==> src/rtl/ad9911_pkg.sv <==
// Shared constants for the AD9911 configuration sequencer: register
// addresses, fixed register contents, step counts and the sequencer
// state encoding.
package ad9911_pkg;

    // AD9911 register addresses
    localparam logic [7:0] ADDR_CSR   = 8'h00;
    localparam logic [7:0] ADDR_FR1   = 8'h01;
    localparam logic [7:0] ADDR_CFR   = 8'h03;
    localparam logic [7:0] ADDR_CTW0  = 8'h04;
    localparam logic [7:0] ADDR_CPOW0 = 8'h05;
    localparam logic [7:0] ADDR_ACR   = 8'h06;

    // Fixed register contents
    localparam logic [7:0]  CSR_VAL  = 8'h10;
    localparam logic [23:0] ACR_BASE = 24'h001000;

    // Step counts: full init writes six registers, update-only writes four
    localparam int              STEP_W     = 3;
    localparam int              FULL_STEPS = 6;
    localparam int              UPD_STEPS  = 4;
    localparam logic [STEP_W-1:0] FULL_LAST = STEP_W'(FULL_STEPS - 1);
    localparam logic [STEP_W-1:0] UPD_LAST  = STEP_W'(UPD_STEPS - 1);

    typedef enum logic [2:0] {
        IDLE  = 3'd0,
        ISSUE = 3'd1,
        WAIT  = 3'd2,
        GAP   = 3'd3,
        NEXT  = 3'd4,
        FIN   = 3'd5,
        ERRS  = 3'd6
    } seq_state_t;

    // ACR word: amplitude-scale-enable base OR'd with the 10-bit amplitude
    function automatic logic [31:0] acr_word(input logic [9:0] amp);
        return {8'h00, ACR_BASE | {14'h0000, amp}};
    endfunction

endpackage

==> src/rtl/ad9911_seq_rom.sv <==
// Step table for the AD9911 sequencer. Maps the current step index,
// the latched update-only flag and the latched tuning words to the
// register address and LSB-aligned data of that write. Purely
// combinational; bits above each register's width are always zero.
module ad9911_seq_rom
    import ad9911_pkg::*;
#(
    parameter logic [23:0] FR1_VAL = 24'hD00000,
    parameter logic [23:0] CFR_VAL = 24'h000300
) (
    input  logic [STEP_W-1:0] step,
    input  logic              upd_only,
    input  logic [31:0]       freq_word,
    input  logic [13:0]       phase_word,
    input  logic [9:0]        amp_word,
    output logic [7:0]        addr,
    output logic [31:0]       data
);

    // Step index to register address; update-only skips FR1 and CFR
    always_comb begin
        addr = ADDR_CSR;
        if (upd_only) begin
            case (step)
                3'd1:    addr = ADDR_CTW0;
                3'd2:    addr = ADDR_CPOW0;
                3'd3:    addr = ADDR_ACR;
                default: addr = ADDR_CSR;
            endcase
        end else begin
            case (step)
                3'd1:    addr = ADDR_FR1;
                3'd2:    addr = ADDR_CFR;
                3'd3:    addr = ADDR_CTW0;
                3'd4:    addr = ADDR_CPOW0;
                3'd5:    addr = ADDR_ACR;
                default: addr = ADDR_CSR;
            endcase
        end
    end

    // Register address to zero-extended register contents
    always_comb begin
        data = 32'h0000_0000;
        case (addr)
            ADDR_CSR:   data = {24'h000000, CSR_VAL};
            ADDR_FR1:   data = {8'h00, FR1_VAL};
            ADDR_CFR:   data = {8'h00, CFR_VAL};
            ADDR_CTW0:  data = freq_word;
            ADDR_CPOW0: data = {18'h00000, phase_word};
            ADDR_ACR:   data = acr_word(amp_word);
            default:    data = 32'h0000_0000;
        endcase
    end

endmodule

==> src/rtl/ad9911_cfg_sequencer.sv <==
// AD9911 configuration sequencer. On START it latches the tuning words
// and walks a short list of register writes (full init or update-only),
// handing each one to an external SPI register writer with a one-cycle
// WR_TR strobe and waiting for that writer's WR_OVER handshake.
// RESET must be the same reset that drives the SPI writer so that no
// writer frame outlives a sequencer reset.
// Optional feature: define AD9911_SEQ_TIMEOUT_EN to bound every wait for
// WR_OVER to TIMEOUT_CYCLES cycles after WR_TR and report a miss on ERR.
module ad9911_cfg_sequencer
    import ad9911_pkg::*;
#(
    parameter logic [23:0] FR1_VAL        = 24'hD00000,
    parameter logic [23:0] CFR_VAL        = 24'h000300,
    parameter int          TIMEOUT_CYCLES = 1023
) (
    input  logic        CLK,
    input  logic        RESET,
    input  logic        START,
    input  logic        UPD_ONLY,
    input  logic [31:0] FREQ_WORD,
    input  logic [13:0] PHASE_WORD,
    input  logic [9:0]  AMP_WORD,
    output logic        WR_TR,
    output logic [7:0]  WR_ADDR,
    output logic [31:0] WR_DATA,
    input  logic        WR_OVER,
    output logic        BUSY,
    output logic        DONE,
    output logic        ERR
);

    // The timeout compare needs at least two cycles of headroom
    if (TIMEOUT_CYCLES < 2) begin : g_timeout_range
        $error("TIMEOUT_CYCLES must be at least 2");
    end

    seq_state_t        state;
    seq_state_t        state_next;
    logic [STEP_W-1:0] step;
    logic              upd_only_q;
    logic [31:0]       freq_q;
    logic [13:0]       phase_q;
    logic [9:0]        amp_q;
    logic [7:0]        rom_addr;
    logic [31:0]       rom_data;
    logic              last_step;

    assign last_step = (step == (upd_only_q ? UPD_LAST : FULL_LAST));

    ad9911_seq_rom #(
        .FR1_VAL (FR1_VAL),
        .CFR_VAL (CFR_VAL)
    ) u_rom (
        .step       (step),
        .upd_only   (upd_only_q),
        .freq_word  (freq_q),
        .phase_word (phase_q),
        .amp_word   (amp_q),
        .addr       (rom_addr),
        .data       (rom_data)
    );

`ifdef AD9911_SEQ_TIMEOUT_EN
    // The counter is 0 in the first WAIT cycle (one cycle after WR_TR);
    // leaving WAIT at TIMEOUT_CYCLES-2 puts ERRS exactly TIMEOUT_CYCLES
    // cycles after the strobe.
    localparam int               CNT_W    = $clog2(TIMEOUT_CYCLES + 1);
    localparam logic [CNT_W-1:0] TO_LIMIT = CNT_W'(TIMEOUT_CYCLES - 2);

    logic [CNT_W-1:0] wait_cnt;
    logic             timeout_hit;

    assign timeout_hit = (wait_cnt >= TO_LIMIT);

    // Wait counter: cleared while issuing, advances while waiting
    always_ff @(posedge CLK) begin
        if (RESET) begin
            wait_cnt <= '0;
        end else if (state == ISSUE) begin
            wait_cnt <= '0;
        end else if (state == WAIT) begin
            wait_cnt <= wait_cnt + 1'b1;
        end
    end
`endif

    // State register
    always_ff @(posedge CLK) begin
        if (RESET) begin
            state <= IDLE;
        end else begin
            state <= state_next;
        end
    end

    // Sequence context: words latched at START and the step index
    always_ff @(posedge CLK) begin
        if (RESET) begin
            step       <= '0;
            upd_only_q <= 1'b0;
            freq_q     <= '0;
            phase_q    <= '0;
            amp_q      <= '0;
        end else if (state == IDLE && START) begin
            step       <= '0;
            upd_only_q <= UPD_ONLY;
            freq_q     <= FREQ_WORD;
            phase_q    <= PHASE_WORD;
            amp_q      <= AMP_WORD;
        end else if (state == NEXT && !last_step) begin
            step <= step + 1'b1;
        end
    end

    // Next-state logic and Moore outputs; address/data are driven from
    // the step table for the whole life of a write and zero otherwise
    always_comb begin
        state_next = state;
        WR_TR      = 1'b0;
        WR_ADDR    = 8'h00;
        WR_DATA    = 32'h0000_0000;
        BUSY       = 1'b0;
        DONE       = 1'b0;
        ERR        = 1'b0;
        case (state)
            IDLE: begin
                if (START) begin
                    state_next = ISSUE;
                end
            end
            ISSUE: begin
                WR_TR      = 1'b1;
                WR_ADDR    = rom_addr;
                WR_DATA    = rom_data;
                BUSY       = 1'b1;
                state_next = WAIT;
            end
            WAIT: begin
                WR_ADDR = rom_addr;
                WR_DATA = rom_data;
                BUSY    = 1'b1;
                if (WR_OVER) begin
                    state_next = GAP;
                end
`ifdef AD9911_SEQ_TIMEOUT_EN
                else if (timeout_hit) begin
                    state_next = ERRS;
                end
`endif
            end
            GAP: begin
                WR_ADDR = rom_addr;
                WR_DATA = rom_data;
                BUSY    = 1'b1;
                if (!WR_OVER) begin
                    state_next = NEXT;
                end
            end
            NEXT: begin
                WR_ADDR    = rom_addr;
                WR_DATA    = rom_data;
                BUSY       = 1'b1;
                state_next = last_step ? FIN : ISSUE;
            end
            FIN: begin
                DONE       = 1'b1;
                state_next = IDLE;
            end
            ERRS: begin
`ifdef AD9911_SEQ_TIMEOUT_EN
                ERR = 1'b1;
`endif
                state_next = IDLE;
            end
            default: begin
                state_next = IDLE;
            end
        endcase
    end

endmodule
==> config.mk <==
export PLATFORM = sky130hd
export DESIGN_NAME = ad9911_cfg_sequencer
export DESIGN_NICKNAME = d
export VERILOG_FILES = /design/src/rtl/ad9911_pkg.sv /design/src/rtl/ad9911_seq_rom.sv /design/src/rtl/ad9911_cfg_sequencer.sv
export SDC_FILE = /design/constraint.sdc
export NUM_CORES = 1
export LEC_CHECK = 0
export ABC_CLOCK_PERIOD_IN_PS = 3300
export CORE_UTILIZATION = 35
export CTS_CLUSTER_SIZE = 14
export DETAILED_ROUTE_END_ITERATION = 16
export GPL_TIMING_DRIVEN = 1
export MAX_ROUTING_LAYER = met4
export SLEW_MARGIN = 30
export SYNTH_ARGS = -nofsm -noshare
export SYNTH_HDL_FRONTEND = slang
export SYNTH_SLANG_ARGS = --single-unit
==> constraint.sdc <==
create_clock -name CLK -period 3.3 [get_ports CLK]
set_input_delay 0.66 -clock CLK [delete_from_list [all_inputs] [get_ports CLK]]
set_output_delay 0.66 -clock CLK [all_outputs]
set_load 0.02 [all_outputs]
# == Word-level counts from Yosys, hierarchy flattened ==
# Cells that the tools add are included.
# op_classes
div_mod_pow,0
shifts,0
order_cmp,0
multipliers,0
bitwise_logic,0
n_addsub,1
eq_ne,19
n_mux,15
reduce_logical,8
# ops
op,count
32-bit one-hot mux with 6 select lines,1
32-bit two-way mux,1
3-bit one-hot mux with 5 select lines,2
"8-bit by 3-bit equality test with 1-bit output, second input constant",3
8-bit two-way mux,2
3-bit two-way mux,5
"3-bit by 2-bit equality test with 1-bit output, second input constant",4
"3-bit equality test, second input constant",4
3-bit one-hot mux with 3 select lines,1
"8-bit by 1-bit equality test with 1-bit output, second input constant",1
"8-bit by 2-bit equality test with 1-bit output, second input constant",1
8-bit zero test,1
"3-bit by 1-bit equality test with 1-bit output, second input constant",2
"2-bit inequality test, second input constant",3
4-bit OR reduction,1
"3-bit by 1-bit adder with 3-bit output, second input constant",1
3-bit equality test,1
3-bit zero test,1
1-bit two-way mux,3
3-bit AND reduction,1
1-bit logical AND,2
2-bit OR reduction,1
1-bit zero test,1
# word_totals
in_bits,61
word_cells,49
output_inout_bits,44
reg_bits,63
n_memories,0
rom_bits,0
ramBits,0
latch_bits,0

# == Longest topological paths before layout ==
# depth
word_depth,6
mapped_depth,9
ltp_nobuf,7

# == Cells and area by module ==
# From an unflattened synthesis, not the netlist that was laid out.
# unflattened
cells_unflattened,438
hier_area_um2,3339.5
# modules_own_cells
mod,cells_per_inst,n_inst,seq_area_each_um2,area_each_um2
ad9911_cfg_sequencer,332,1,1261.2,2627.5
ad9911_seq_rom,106,1,0.0,711.9

# == Worst setup path after synthesis ==
# Ideal clock, no wire load.
# synth_path
path_kind,reg-to-output
from,register step[2]
to,output WR_DATA[6]
required_time_ns,2.640
t_arrival_ns,2.091
n_path_buf,2
path_stages_with_launch,9
setup_slack_ns,0.549
path_cell_list,dfxtp_1 -> buf_4 -> inv_1 -> ha_1 -> nand2b_1 -> o41ai_2 -> clkbuf_1 -> a222oi_1 -> nor2_1
# synth_via
elab_chain_cells,6
word_cells_on_any_way,16
cone_classes,eq/ne: 10; mux: 5; reduce/logical: 1
# synth_lines
element,line,source
start: declaration,ad9911_cfg_sequencer.sv:39,logic [STEP_W-1:0] step;
start signal: assignment,ad9911_cfg_sequencer.sv:111,step <= step + 1'b1;
3-bit equality test (tied with other cells),ad9911_seq_rom.sv:31,case (step)
3-bit one-hot mux with 5 select lines / 3-bit one-hot mux with 3 select lines (equally long branches),"ad9911_seq_rom.sv:31, ad9911_seq_rom.sv:24",
8-bit two-way mux *,ad9911_seq_rom.sv:23,if (upd_only) begin
8-bit by 3-bit equality test with 1-bit output (tied with other cells),ad9911_seq_rom.sv:45,case (addr)
32-bit one-hot mux with 6 select lines *,ad9911_seq_rom.sv:45,
32-bit two-way mux *,ad9911_cfg_sequencer.sv:125,case (state)
end: declaration,ad9911_cfg_sequencer.sv:25,"output logic [31:0] WR_DATA,"
# Every way passes the cells marked *; elsewhere a longest branch is shown, timed or not.

# == Worst setup path in the final report ==
# layout_path
from,register step[0]
to,output WR_DATA[7]
# Same word-level chain as after synthesis.

==> flow_metrics.tcl <==
set metrics [dict create \
    grt_setup_unrepaired "false" \
    placement.io_buffers 98 \
    timing.hold.worst.class "flip-flop to flip-flop" \
    setup.worst_path.end_class "output port" \
    slew_at_the_pin_closest_to_its_max_slew_limit_ns 0.788 \
    dr.first_iter.drc_count 156 \
    setup_slack_ns 0.156 \
    finalHoldViolCount 0 \
    design_area_mm2 0.00424 \
    crit_required_ns 2.64 \
    die_h_um 93.9 \
    clock_path_buffers 2 \
    source_of_the_worst_register_to_register_timing_path "state[1]$_SDFFE_PP0P_" \
    finalWirelength_um 7900 \
    ios 105 \
    rows 33 \
    holdBufCountCts 0 \
    slew_viol_final 0 \
    max-vdd-ir-drop_mv 0.193 \
    ys.warnings.count 0 \
    yosys_most_used_dff "dfxtp_1" \
    slowest_delay_ns 0.37 \
    area_growth_pct 43.3 \
    cap_violations 0 \
    critical_path.startpoint "step[0]$_SDFFE_PP0P_" \
    maxSlewHeadroom_pct 47.3 \
    dp.final_hpwl_um 5520 \
    drtAntennaViolNets 0 \
    grt_start_max_net_pins 60 \
    vias_per_cell 4.91 \
    min-delay-start "freq_q[18]$_SDFFE_PP0P_" \
    share_of_synthesized_flip_flops_with_an_asynchronous_set_or_reset_pct 0 \
    powerDensity_mw_per_mm2 430 \
    full_die_area_mm2 0.00882 \
    worst_path_max_delay_cell "dfxtp_2" \
    synth_top_area_share_pct 42.7 \
    detailedRoute.firstPassIterationCount 4 \
    h-tree-depth 3 \
    startpoint_type "flip-flop" \
    leading_area_contributor_after_synthesis "dfxtp_1" \
    finalWeightedCongestion 0.823 \
    remaining_drc_errors 0 \
    die_w_um 93.9 \
    synthesis.area_mm2 0.00296 \
    overflow_after_grt 0 \
    crit_path_max_fanout 8 \
    antenna_found_initial 0 \
    min_period_over_period_pct 95.3 \
    synth-edff-count 0 \
    cts.sink_count 63 \
    start_util_pct 36.2 \
    dpl_worst_slack_ns 0.150 \
    placement.cell_area_mm2 0.00405 \
    wire_length_of_the_first_global_routing_pass_um 12900 \
    fraction_of_the_yosys_area_taken_by_sequential_cells_pct 42.7 \
    fp.coreArea_mm2 0.00818 \
    layout.cells.non_filler 596 \
    crit_top_cell "buf_4" \
    grt_pass1_vias 2777 \
    cts_buffers 9 \
    nets 553 \
    total_number_of_vias 2929 \
    worst_ep_arrival_time_ns 2.48 \
    min_period_ns 3.14 \
    totalPowerFinal_mw 1.82 \
    route.detailed.wl_per_inst_um 13.3 \
    postSynthRegisterBits 63 \
    post_route_cells_drive_above_1_share_pct 9.37 \
    postSynthCellCount 392 \
    status "finished clean" \
    finClkSkew_ns 0.00474 \
    cellLeakagePower_nw 1.76 \
    finalSetupTns_ns 0 \
    worst_hold_slack_ns 0.451 \
    cts_tree "done" \
    clk_pin_slew_worst_paths_ns 0.07 \
    synth_cell_types 42 \
    worstPathCellList "inv_1 -> ha_1 -> mux2_2 -> o21ai_1 -> buf_4 -> nor2_2 -> buf_4 -> a222oi_1 -> nor2_1 -> clkdlybuf4s15_1" \
    final_util_pct 51.8 \
    n_antenna_cell 0 \
    max_freq_mhz 318 \
    yosys-top-cells-area "dfxtp_1, nand2_1, a21oi_1" \
    track_usage_pct 19.0 \
    final-setup-viol-count 0 \
    average_cell_area_after_synthesis_um2 7.54 \
    clock_latency_of_the_later_clocked_register_in_the_worst_skew_pair_ns 0.34 \
    clockRootBuffer "clkbuf_8" \
    numPlacedInstances 580 \
    path_class "flip-flop to output port" \
]
-- path summary, 6_finish.rpt --
| path | endpoint | slack [ns] | depth (start not counted) |
|---|---|---|---|
| hold reg to reg | freq_q[18]$_SDFFE_PP0P_ | 0.45 | 2 |
| hold / removal | freq_q[18]$_SDFFE_PP0P_ | 0.45 | 2 |
| setup / recovery | WR_DATA[7] | 0.16 | 10 |
| setup reg to reg | phase_q[5]$_SDFFE_PP0P_ | 1.27 | 5 |
-- cell usage after synthesis (2+ instances only) --
master    count
a211oi_1      2
a21oi_1      64
a222oi_1      7
a22oi_1       3
a31oi_1       3
and3_1       15
buf_1         2
buf_2         7
buf_4         8
clkbuf_1     18
dfxtp_1      63
ha_1          5
inv_1         7
mux2i_1       4
nand2_1     123
nand2b_1      3
nand3_1       2
nand3b_1      3
nor2_1       19
nor2_2        2
nor3_1        5
o21a_1        4
o21ai_0       4
-- what timing repair did --
item                                   CTS  global route
cloned                                   0             0
resized for setup                       36             4
setup endpoints to repair               32            11
pin swaps                                0             1
endpoints found under the hold margin    0             0
buffers inserted                         0             1
-- state kept, by name, indices dropped and copies added, names as in the netlist --
name	count
phase_q	14
freq_q	32
step	3
state	3
amp_q	10
upd_only_q	1
-- cell type report --
class	instances	area (um^2)
multi-input cells	292	1560
inverters	7	26.3
clock inverters	3	42.5
well taps	105	131
repair buffers	114	1060
clock buffers	12	155
flip-flops and latches	63	1260
fillers	800	3940
-- critical path, delay by kind of cell, from the launching register on --
kind | cells | cell delay (ns)
flip-flops | 1 | 0.37
multiplexers | 1 | 0.26
AO/OA/AOI/OAI | 2 | 0.43
buffers and inverters | 4 | 0.71
AND/OR/NAND/NOR | 2 | 0.12
adder cells (fa/ha/maj) | 1 | 0.23
-- layout by cell type, fill, tap and decap left out, types with 2 or more instances in the layout --
| cell | instances |
|---|---|
| clkdlybuf4s15_1 | 2 |
| dfxtp_2 | 2 |
| dlygate4sd2_1 | 30 |
| nor2_2 | 2 |
| nand3_1 | 2 |
| o21a_1 | 3 |
| mux2i_1 | 4 |
| conb_1 | 6 |
| nor3_1 | 5 |
| o21ai_0 | 4 |
| a22oi_1 | 3 |
| a211oi_1 | 2 |
| dfxtp_1 | 61 |
| nand2_1 | 123 |
| a31oi_1 | 3 |
| a222oi_1 | 7 |
| inv_1 | 7 |
| a21oi_1 | 64 |
| ha_1 | 4 |
| nand2b_1 | 3 |
| nor2_1 | 19 |
| nand3b_1 | 3 |
| clkbuf_8 | 11 |
| clkdlybuf4s50_1 | 65 |
| buf_4 | 15 |
| and3_1 | 15 |
-- layer usage --
metal	vias to the layer above	global-route usage, %	part of all wire (%)
met5	-	-	0
met4	0	6.54	0.54
li1	1500	-	-
met2	69	31.3	50
met1	1355	23.9	46
met3	5	2.67	3.7
-- power breakdown --
part	leakage [nW]	switching, mW	internal, mW	total, mW
Clock	0.0985	0.288	0.385	0.673
Sequential	0.517	0.0334	0.814	0.848
Combinational	1.14	0.165	0.137	0.302
Total	1.76	0.487	1.34	1.82
-- logic make-up (layout without fill, tap and decap cells) --
| logic type | count (synthesis) | after routing | share of synthesized area [%] |
|---|---|---|---|
| AO/OA/AOI/OAI | 95 | 95 | 19.6 |
| buffers and inverters | 42 | 136 | 6.64 |
| adder cells (fa/ha/maj) | 5 | 5 | 2.12 |
| other | 1 | 6 | 0.127 |
| flip-flops | 63 | 63 | 42.7 |
| AND/OR/NAND/NOR | 180 | 180 | 26.8 |
| XOR/XNOR | 1 | 1 | 0.296 |
| multiplexers | 5 | 5 | 1.74 |
No activity file was read; power rests on OpenSTA's default activity.
